## src/rtl/regwrite_arbiter.sv

```systemverilog
// Two-requester register-file write arbiter with a single registered output stage.
// Writes to register 31 are acknowledged immediately and never reach the port.
module regwrite_arbiter #(
    parameter int FAIR         = 1,
    parameter int STARVE_LIMIT = 4
) (
    input  logic        Clk,
    input  logic        Reset_n,
    input  logic        AValid,
    output logic        AReady,
    input  logic [4:0]  ARW,
    input  logic [63:0] ABusW,
    input  logic        BValid,
    output logic        BReady,
    input  logic [4:0]  BRW,
    input  logic [63:0] BBusW,
    output logic        RegWr,
    output logic [4:0]  RW,
    output logic [63:0] BusW,
    output logic [31:0] Pending,
    output logic        Collision
);

    localparam logic [4:0] ZERO_REG = 5'd31;
    localparam logic [3:0] LIMIT    = 4'(STARVE_LIMIT);

    logic w_a_live;
    logic w_b_live;
    logic w_conflict;
    logic w_b_wins;
    logic w_grant_a;
    logic w_grant_b;

    assign w_a_live   = AValid && (ARW != ZERO_REG);
    assign w_b_live   = BValid && (BRW != ZERO_REG);
    assign w_conflict = w_a_live && w_b_live;

    generate
        if (FAIR != 0) begin : g_round_robin
            // Set when the most recent conflict went to A, so B takes the next one.
            logic r_rr_b;

            always_ff @(posedge Clk or negedge Reset_n) begin
                if (!Reset_n) begin
                    r_rr_b <= 1'b0;
                end else if (w_conflict) begin
                    r_rr_b <= w_grant_a;
                end
            end

            assign w_b_wins = r_rr_b;
        end else begin : g_fixed_priority
            logic [3:0] r_starve;

            always_ff @(posedge Clk or negedge Reset_n) begin
                if (!Reset_n) begin
                    r_starve <= 4'd0;
                end else if (w_b_live && !w_grant_b) begin
                    if (r_starve != LIMIT) begin
                        r_starve <= r_starve + 4'd1;
                    end
                end else begin
                    r_starve <= 4'd0;
                end
            end

            assign w_b_wins = (r_starve == LIMIT);
        end
    endgenerate

    assign w_grant_a = w_a_live && (!w_b_live || !w_b_wins);
    assign w_grant_b = w_b_live && (!w_a_live ||  w_b_wins);

    // Ready is masked by reset so both requesters see a stall while Reset_n is low.
    assign AReady = Reset_n && AValid && ((ARW == ZERO_REG) || w_grant_a);
    assign BReady = Reset_n && BValid && ((BRW == ZERO_REG) || w_grant_b);

    always_ff @(posedge Clk or negedge Reset_n) begin
        if (!Reset_n) begin
            RegWr     <= 1'b0;
            RW        <= 5'd0;
            BusW      <= 64'd0;
            Collision <= 1'b0;
        end else begin
            RegWr     <= w_grant_a || w_grant_b;
            Collision <= w_conflict;
            if (w_grant_a) begin
                RW   <= ARW;
                BusW <= ABusW;
            end else if (w_grant_b) begin
                RW   <= BRW;
                BusW <= BBusW;
            end
        end
    end

    always_comb begin
        Pending = 32'd0;
        if (RegWr) begin
            Pending[RW] = 1'b1;
        end
    end

endmodule

```

## config.mk

```make
export PLATFORM = sky130hd
export DESIGN_NAME = regwrite_arbiter
export DESIGN_NICKNAME = d
export VERILOG_FILES = /design/src/rtl/regwrite_arbiter.sv
export SDC_FILE = /design/constraint.sdc
export NUM_CORES = 1
export LEC_CHECK = 0
export ABC_CLOCK_PERIOD_IN_PS = 4240
export CAP_MARGIN = 20
export CORE_MARGIN = 2
export CORE_UTILIZATION = 39
export DETAILED_ROUTE_END_ITERATION = 8
export GPL_TIMING_DRIVEN = 0
export HOLD_SLACK_MARGIN = 0.06
export PLACE_DENSITY_LB_ADDON = 0.05
export SLEW_MARGIN = 30
export SYNTH_ARGS = -nofsm -noshare
export SYNTH_HDL_FRONTEND = slang
export SYNTH_SLANG_ARGS = --single-unit
```

## constraint.sdc

```tcl
create_clock -name Clk -period 4.24 [get_ports Clk]
set_clock_uncertainty 0.05 [all_clocks]
set_input_delay 1.06 -clock Clk [delete_from_list [all_inputs] [get_ports Clk]]
set_output_delay 1.06 -clock Clk [all_outputs]
set_load 0.01 [all_outputs]
```

==> load_flow_metrics.sql <==
INSERT INTO impl_metrics (metric_group, metric, value, unit) VALUES
('grt', 'globalRouteTotalUtil', '24.94', '%'),
('pwr', 'power_density', '400.8', 'nW/um^2'),
('logic_synthesis', 'syn_nets', '450', ''),
('routing', 'routed_wl', '12680', 'um'),
('sta', 'finalMaxSlewViolations', '0', ''),
('finish', 'area_growth', '77.65', '%'),
('grt', 'number_of_global_route_vias_before_repair', '3726', ''),
('logic_synthesis', 'ys_ff_latch', '72', ''),
('setup_path', 'timing.critical_path.required', '3130', 'ps'),
('placed_design', 'dpl_cell_area', '6252', 'sq um'),
('die', 'floorplan.initialDensity', '39.70', '%'),
('clock_network', 'clock_path_buffers', '2', ''),
('finish', 'drive_gt1_share', '18.36', '%'),
('logic_synthesis', 'synth-edff-count', '0', ''),
('setup_path', 'cp_slowest_cell', 'clkdlybuf4s50_1', ''),
('setup_path', 'crit_family', 'buffers and inverters', ''),
('logic_synthesis', 'synthDistinctLibCells', '23', ''),
('logic_synthesis', 'synth_async_sr_flop_share', '100.0', '%'),
('clock_network', 'ctsHoldBuffers', '0', ''),
('routing', 'post-route-drc-count', '0', ''),
('clock_network', 'clk_latency', '340', 'ps'),
('setup_path', 'timing.critical_path.cells', 'clkdlybuf4s50_1 > and3_1 > a31oi_1 > clkbuf_2 > a31oi_1 > clkdlybuf4s50_1', ''),
('run_status', 'status', 'finished, final reports clean', ''),
('die', 'dieHeight', '100.5', 'um'),
('sta', 'timing.fmax', '0.2417', 'GHz'),
('job', 'max_cap_viol_count', '0', ''),
('grt', 'first_pass_grt_wire_length', '19530', 'um'),
('clock_network', 'cts_buffers', '9', ''),
('sta', 'maxSlewHeadroom', '67.77', '%'),
('die', 'floorplan.die_area', '10100', 'sq um'),
('routing', 'route.antenna.remaining_nets', '0', ''),
('finish', 'finish.instance_area', '6455', 'sq um'),
('finish', 'antennaDiodeCount', '0', ''),
('sta', 'max_slew.worst_pin.slew', '483.5', 'ps'),
('sta', 'period_needed', '4138', 'ps'),
('clock_network', 'clock_tree.htree_level_count', '3', ''),
('setup_path', 'worstSetupStartpointType', 'input port', ''),
('sta', 'rsz0062_at_grt', 'false', ''),
('logic_synthesis', 'synth-seq-area-share', '49.59', '%'),
('grt', 'initial_antenna_violation_count', '0', ''),
('pwr', 'ir_drop', '0.1708', 'mV'),
('setup_path', 'slowest_delay', '500', 'ps'),
('logic_synthesis', 'syn_area_per_cell', '11.80', 'sq um'),
('routing', 'iteration_0_drc_markers', '110', ''),
('sta', 'hold_violations', '0', ''),
('die', 'dieWidth', '100.5', 'um'),
('finish', 'final_cell_mix', 'clkdlybuf4s50_1, nand3b_1, dfrtp_1', ''),
('setup_path', 'worstSetupEndpointType', 'output port', ''),
('routing', 'wl_per_cell', '18.56', 'um'),
('sta', 'fin_crit_sh', '97.58', '%'),
('hold_path', 'timing.hold.worst.class', 'flop to flop', ''),
('grt', 'grt_start_max_net_pins', '39', ''),
('clock_network', 'tritoncts_clock_tree', 'done', ''),
('placed_design', 'hpwlAfterDp', '9791', 'um'),
('setup_path', 'cp_bufs_invs', '3', ''),
('die', 'fp.coreArea', '9153', 'sq um'),
('finish', 'layoutNonFillerInstCount', '683', ''),
('logic_synthesis', 'ys_dominant_reg_cell', 'dfrtp_1', ''),
('placed_design', 'dp_cells', '666', ''),
('placed_design', 'numPortBuffers', '246', ''),
('placed_design', 'gp_routability_congestion', '0.8659', ''),
('clock_network', 'cts.root.buffer_cell', 'clkbuf_8', ''),
('logic_synthesis', 'ys.warnings.count', '0', ''),
('die', 'floorplan.io_pins', '247', ''),
('grt', 'grt_remaining_overflow', '0', ''),
('pwr', 'leakage', '2.438', 'nW'),
('die', 'rows', '35', ''),
('logic_synthesis', 'post_synth_instance_area', '3633', 'sq um'),
('setup_path', 'worstSetupPathType', 'input port to output port', ''),
('clock_network', 'clock_sink_count', '72', ''),
('sta', 'setup_viol', '0', ''),
('setup_path', 'path_max_fanout', '10', ''),
('routing', 'routed-via-count', '3682', ''),
('routing', 'dr.pass1.iters', '4', ''),
('clock_network', 'cts.clk_slew.worst_paths', '70', 'ps'),
('sta', 'final.hold.worst_slack', '466.3', 'ps'),
('setup_path', 'worstPathArrival', '3030', 'ps'),
('routing', 'via_per_inst', '5.391', ''),
('finish', 'mostFrequentLayoutCell', 'clkdlybuf4s50_1', ''),
('finish', 'count_of_nets_after_finishing', '710', ''),
('logic_synthesis', 'netlist_instances', '308', '');
cell usage after synthesis (3+ instances only):
cell / count / area [sq um]
a31oi_1: 3 / 18.77
nand3_1: 3 / 15.01
dfrtp_1: 72 / 1802
o221a_2: 58 / 653.1
o221a_1: 11 / 123.9
nand3b_1: 74 / 555.5
and3_1: 3 / 18.77
buf_8: 6 / 90.09
buf_2: 12 / 60.06
nor2_1: 35 / 131.4
nand2_1: 5 / 18.77
clkbuf_1: 14 / 52.55
layer usage:
layer	GRT usage [%]	routed length, um	vias to the layer above
met1	28.39	4815	1769
li1	-	-	1716
met4	9.168	345	0
met2	43.99	6340	167
met5	0	0	-
met3	7.767	1176	30
sequential cells by signal, indices dropped and copies added, names as in the netlist:
signal                cells
RW                        5
BusW                     64
g_round_robin.r_rr_b      1
Collision                 1
RegWr                     1
area by class of cell:
| cell class | instances | area, sq um |
|---|---|---|
| buffer | 33 | 216.5 |
| fill | 735 | 2698 |
| sequential | 72 | 1802 |
| inverter | 1 | 3.754 |
| clock inverter | 5 | 33.78 |
| tap | 111 | 138.9 |
| timing repair buffer | 249 | 2495 |
| multi-input combinational | 202 | 1628 |
| clock buffer | 10 | 137.6 |
through the flow:
stage                     TNS (ps)  utilization [%]  power (mW)  worst slack (ps)
after CTS                        0            70.33       2.596             10.69
after global placement      -45080            68.12       2.078             -1867
after floorplan                  0                -       1.470              1153
final                            0            70.53       2.587             102.4
after detailed placement    -361.2            68.31       2.103            -328.8
after global routing             0            70.53       2.733             24.75
kinds of logic after synthesis:
| kind of cell | after synthesis | share of synthesized area, % |
|---|---|---|
| AND/OR/NAND/NOR | 126 | 21.52 |
| AO/OA/AOI/OAI | 75 | 22.66 |
| XOR/XNOR | 1 | 0.2411 |
| buffers and inverters | 34 | 5.992 |
| flip-flops | 72 | 49.59 |
where the power goes:
group	leakage (nW)	switching, mW	internal [mW]
Combinational	1.54	0.477	0.677
Clock	0.0841	0.264	0.224
Sequential	0.815	0.0974	0.848
path summary, 6_finish.rpt:
kind / from / end / slack [ps] / cells after the start
setup / recovery: BRW[2] / AReady / 100 / 6
hold / removal: g_round_robin.r_rr_b / g_round_robin.r_rr_b / 470 / 1
setup reg to reg: g_round_robin.r_rr_b / BusW[26] / 2520 / 6
hold reg to reg: g_round_robin.r_rr_b / g_round_robin.r_rr_b / 470 / 1
max in group asynchronous: Reset_n / g_round_robin.r_rr_b / 2950 / 2
min in group asynchronous: Reset_n / BusW[6] / 600 / 1
what timing repair did:
action                                 CTS  global route
setup endpoints to repair                2             1
resized for setup                        4             1
buffers inserted                         0             2
endpoints found under the hold margin    0             0
pin swaps                                0             1
Note: power is estimated with default switching activity, not from simulation.
